**config.mk**
```make
export PLATFORM = sky130hd
export DESIGN_NAME = seg7_frame_capture
export DESIGN_NICKNAME = d
export VERILOG_FILES = /design/src/rtl/seg7_frame_capture.sv
export SDC_FILE = /design/constraint.sdc
export NUM_CORES = 1
export LEC_CHECK = 0
export CORE_UTILIZATION = 55
export CTS_CLUSTER_DIAMETER = 80
export DETAILED_ROUTE_END_ITERATION = 7
export HOLD_SLACK_MARGIN = 0.15
export PLACE_DENSITY = 0.8
export SKIP_LAST_GASP = 1
export SYNTH_ARGS = -nofsm -noshare
export SYNTH_HDL_FRONTEND = slang
export SYNTH_SLANG_ARGS = --single-unit
```
**constraint.sdc**
```tcl
create_clock -name clk -period 4.3 [get_ports clk]
set_input_delay 0.86 -clock clk [delete_from_list [all_inputs] [get_ports clk]]
set_output_delay 0.86 -clock clk [all_outputs]
set_load 0.01 [all_outputs]
```
**src/rtl/seg7_frame_capture.sv**
```systemverilog
// Recovers BCD digits from a multiplexed active-low 7-segment bus.
// Each strobe dwell is qualified, decoded once, assembled into a frame, and handed off over valid/ready.
module seg7_frame_capture #(
  parameter int NUM_DIGITS    = 4,
  parameter int STABLE_CYCLES = 3
) (
  input  logic                    clk,
  input  logic                    rst_n,
  input  logic [6:0]              seg_n,
  input  logic [NUM_DIGITS-1:0]   dig_sel_n,
  output logic [4*NUM_DIGITS-1:0] frame_data,
  output logic [NUM_DIGITS-1:0]   frame_err,
  output logic                    frame_valid,
  input  logic                    frame_ready
);

  localparam logic [1:0] ST_IDLE   = 2'd0;
  localparam logic [1:0] ST_SETTLE = 2'd1;
  localparam logic [1:0] ST_HELD   = 2'd2;

  localparam logic [3:0] STABLE_CNT = 4'(STABLE_CYCLES);

  // Current and previous registered samples of the display pins.
  logic [6:0]              seg_q, seg_p;
  logic [NUM_DIGITS-1:0]   dig_q, dig_p;

  logic [1:0]              state, state_nxt;
  logic [3:0]              cnt, cnt_nxt;
  logic [NUM_DIGITS-1:0]   seen, seen_nxt;
  logic [4*NUM_DIGITS-1:0] work_data;
  logic [NUM_DIGITS-1:0]   work_err;

  logic [NUM_DIGITS-1:0]   sel_low;
  logic                    sample_valid;
  logic                    changed;
  logic                    capture;
  logic [NUM_DIGITS-1:0]   cap_mask;
  logic [4:0]              decoded;
  logic                    xfer;

  // Returns {err, nibble}; undecodable patterns report nibble F with err set.
  function automatic logic [4:0] decode(input logic [6:0] s);
    case (s)
      7'b0000001: decode = 5'h00;
      7'b1001111: decode = 5'h01;
      7'b0010010: decode = 5'h02;
      7'b0000110: decode = 5'h03;
      7'b1001100: decode = 5'h04;
      7'b0100100: decode = 5'h05;
      7'b0100000: decode = 5'h06;
      7'b0001111: decode = 5'h07;
      7'b0000000: decode = 5'h08;
      7'b0000100: decode = 5'h09;
      default:    decode = 5'h1F;
    endcase
  endfunction

  always_comb begin
    // NOTE: every combinational output gets a default first so no path leaves a latch behind.
    state_nxt    = state;
    cnt_nxt      = cnt;
    capture      = 1'b0;
    sel_low      = ~dig_q;
    sample_valid = $onehot(sel_low);
    changed      = (seg_q != seg_p) || (dig_q != dig_p);

    if (!sample_valid) begin
      state_nxt = ST_IDLE;
      cnt_nxt   = 4'd0;
    end else if (state == ST_IDLE || changed) begin
      state_nxt = ST_SETTLE;
      cnt_nxt   = 4'd1;
    end else if (state == ST_SETTLE) begin
      cnt_nxt   = cnt + 4'd1;
    end

    // The capture fires on the edge where the count reaches its target, then the dwell is held.
    if (sample_valid && state_nxt == ST_SETTLE && cnt_nxt == STABLE_CNT) begin
      capture   = 1'b1;
      state_nxt = ST_HELD;
    end

    cap_mask = capture ? sel_low : '0;
    decoded  = decode(seg_q);
    xfer     = (&seen) && (!frame_valid || frame_ready);
    // A capture coinciding with a transfer belongs to the next frame.
    seen_nxt = (xfer ? '0 : seen) | cap_mask;
  end

  // NOTE: all state below uses non-blocking assignments so every register samples pre-edge values.
  always_ff @(posedge clk or negedge rst_n) begin
    if (!rst_n) begin
      seg_q <= '0;
      seg_p <= '0;
      dig_q <= '0;
      dig_p <= '0;
      state <= ST_IDLE;
      cnt   <= '0;
      seen  <= '0;
    end else begin
      seg_q <= seg_n;
      seg_p <= seg_q;
      dig_q <= dig_sel_n;
      dig_p <= dig_q;
      state <= state_nxt;
      cnt   <= cnt_nxt;
      seen  <= seen_nxt;
    end
  end

  // The working bank is small and cleared on reset so a partial frame never leaks out.
  always_ff @(posedge clk or negedge rst_n) begin
    if (!rst_n) begin
      work_data <= '0;
      work_err  <= '0;
    end else begin
      for (int i = 0; i < NUM_DIGITS; i++) begin
        if (cap_mask[i]) begin
          work_data[4*i +: 4] <= decoded[3:0];
          work_err[i]         <= decoded[4];
        end
      end
    end
  end

  always_ff @(posedge clk or negedge rst_n) begin
    if (!rst_n) begin
      frame_data  <= '0;
      frame_err   <= '0;
      frame_valid <= 1'b0;
    end else if (xfer) begin
      frame_data  <= work_data;
      frame_err   <= work_err;
      frame_valid <= 1'b1;
    end else if (frame_ready) begin
      frame_valid <= 1'b0;
    end
  end

endmodule
```
==> impl_metrics.toml <==
[timing]
fin_skew_ns = 0.00869
period_minus_slack_ns = 3.35
slew_viol_final = 0
rsz0062_at_grt = "false"
fin_crit_sh = 0.779
maxSlewHeadroom = 0.413
setup_ws_ns = 0.950
tns_ns = 0
finalSetupViolations = 0
fmax_mhz = 299
final-hold-violation-count = 0
tightest_slew_ns = 0.880
whs_ns = 0.452

[logic_synthesis]
ys_warn_count = 0
yosysSeqAreaShare = 0.614
avgSynthCellArea_um2 = 11.7
netlist_area_um2 = 2970
synth.distinct_cells = 36
ys_ff_latch = 73
syn_nets = 272
syn_inst = 254

[floorplan]
dieHeight_um = 75.5
die_area_um2 = 5700
die_width_um = 75.5
initial_core_util = 0.575
io_pins = 35
fp-row-count = 26
placeableCoreArea_um2 = 5170

[worst_hold_path]
hold_class = "input pin to async pin"

[layout]
area_delta_synth_final_pct = 17.6
drive_gt1_frac = 0.133
fillers = 387
multiInputGateArea_um2 = 1070
final_nets = 308
final-seq-area_um2 = 1830
final_cell_mix = "73 x dfrtp_1, 69 x nand2_1, 33 x clkdlybuf4s50_1"
diodes = 0
mostFrequentLayoutCell = "dfrtp_1"

[setup_path]
path_class = "register to register"
start_kind = "register"
path_max_fanout = 8
crit_required_ns = 4.51
critPathArrivalTime_ns = 3.56
reg2regPathDepth = 9
endpoint_kind = "register"

[run]
maxCapViolations = 0

[clock_tree]
postCtsSetupBuffers = 0
clock_sinks = 73
clockRootBuffer = "clkbuf_8"
clkSlewWorstSetupHoldPaths_ns = 0.07
clk_latency_ns = 0.33
cts_hold_buf = 0
clockBufferDepth = 2
cts_made_buffers = 9
cts_tree = "yes"
cts_resized = 0
cts.htree.levels = 3

[detailed_routing]
drtAntennaViolNets = 0
drc = 0
routed_wl_mm = 4.95
drt_iter0_drc = 78
drtPass1Iterations = 4
num_vias = 1892
vias_per_cell = 5.21
avgRoutedWirePerCell_um = 13.6

[placed_design]
gp_congestion = 0.817
dp_hpwl_mm = 3.54
port_buffers = 34
dp_slack_ns = 0.922

[outcome]
status = "finished clean"

[global_routing]
grt_max_degree = 56
grt_usage = 0.203
grt_antenna_before_repair = 0
gr-total-overflow = 0
grt_pass1_vias = 1827
grt_first_pass_wirelength_mm = 8.26

[pwr]
irDropWorstVdd_v = 0.000246
p_leak_nw = 1.71
p_total_w = 0.00121
powerDensity_nw_per_um2 = 345
-- power breakdown --
group | internal (W) | leakage [nW] | total [W] | switching [W]
clock network | 0.000203 | 0.0733 | 0.000416 | 0.000213
registers | 0.000701 | 0.967 | 0.000720 | 0.0000197
logic | 0.0000326 | 0.666 | 0.0000691 | 0.0000365
-- path summary, 6_finish.rpt --
check                            startpoint             to  slack, ns
max in group asynchronous             rst_n       dig_q[3]       2.84
worst max-delay path               dig_q[0]   work_data[5]       0.95
min in group clk                work_err[2]   frame_err[2]       0.47
worst min register to register  work_err[2]   frame_err[2]       0.47
worst max register to register     dig_q[0]   work_data[5]       0.95
worst min-delay path                  rst_n  frame_data[0]       0.45
-- synth_stat cells (all sizes together) --
library cell,instances,area (um2)
dfrtp,73,1830
nand2,69,259
mux2,20,225
xnor2,12,113
nor2,9,33.8
clkbuf,8,30.0
nor3,6,75.1
o21ai,6,30.0
nand4,5,31.3
a21o,4,32.5
a21oi,4,20.0
inv,4,15.0
nand3,4,20.0
xor2,4,35.0
buf,3,27.5
ha,3,37.5
nand2b,3,18.8
nor2b,3,18.8
nand3b,2,15.0
a21boi,1,7.51
a31oi,1,6.26
a32o,1,10.0
and3,1,6.26
fa,1,20.0
mux2i,1,10.0
nor3b,1,7.51
nor4,1,6.26
nor4bb,1,10.0
o2111ai,1,8.76
or3b,1,8.76
or4,1,7.51
-- critical path, cell delays in order, from the launching register on --
cell	delay, ns
dfrtp_1	0.46
fa_1	0.55
inv_1	0.04
ha_1	0.17
ha_1	0.26
nor2_1	0.10
nand2_1	0.08
or4_1	0.78
nor3_4	0.40
mux2_2	0.39
-- routing by layer --
metal  vias up  global-route usage  wire length [um]
met4         0               0.107                97
met5         -                   0                 0
met2        39               0.331              2460
li1        912                   -                 -
met1       933               0.260              2280
met3         8              0.0410               122
-- state kept, by name, summed over array words and instances, names as in the netlist --
| register | cells |
|---|---|
| frame_data | 16 |
| work_data | 16 |
| seg_p | 7 |
| seg_q | 7 |
| cnt | 4 |
| dig_p | 4 |
| dig_q | 4 |
| frame_err | 4 |
| seen | 4 |
| work_err | 4 |
| state | 2 |
| frame_valid | 1 |
-- per-stage QoR --
stage,instances,util,cell area (um2)
2_1_floorplan,254,-,2970
3_3_place_gp,349,0.648,3350
3_5_place_dp,349,0.648,3350
4_1_cts,363,0.676,3500
5_1_grt,363,0.676,3500
6_report,363,0.676,3500
-- layout make-up --
cell class                      count  share of cell area
Multi-Input combinational cell    166               0.307
Tap cell                           70              0.0250
Clock buffer                       13              0.0397
Sequential cell                    73               0.522
Clock inverter                      1             0.00143
Timing Repair Buffer               36               0.100
Inverter                            4             0.00429
-- cells by family (layout without fill, tap and decap cells) --
group,count (synthesis),in the layout,share of synthesized area
and+or+nand+nor,107,107,0.174
xor gates and xnor gates,16,16,0.0497
muxes,21,21,0.0791
DFF,73,73,0.614
AOI/OAI and AO/OA,18,18,0.0387
adders and majority gates,4,4,0.0194
buffers and inverters,15,54,0.0244
Power figures use the tool's default switching activity.
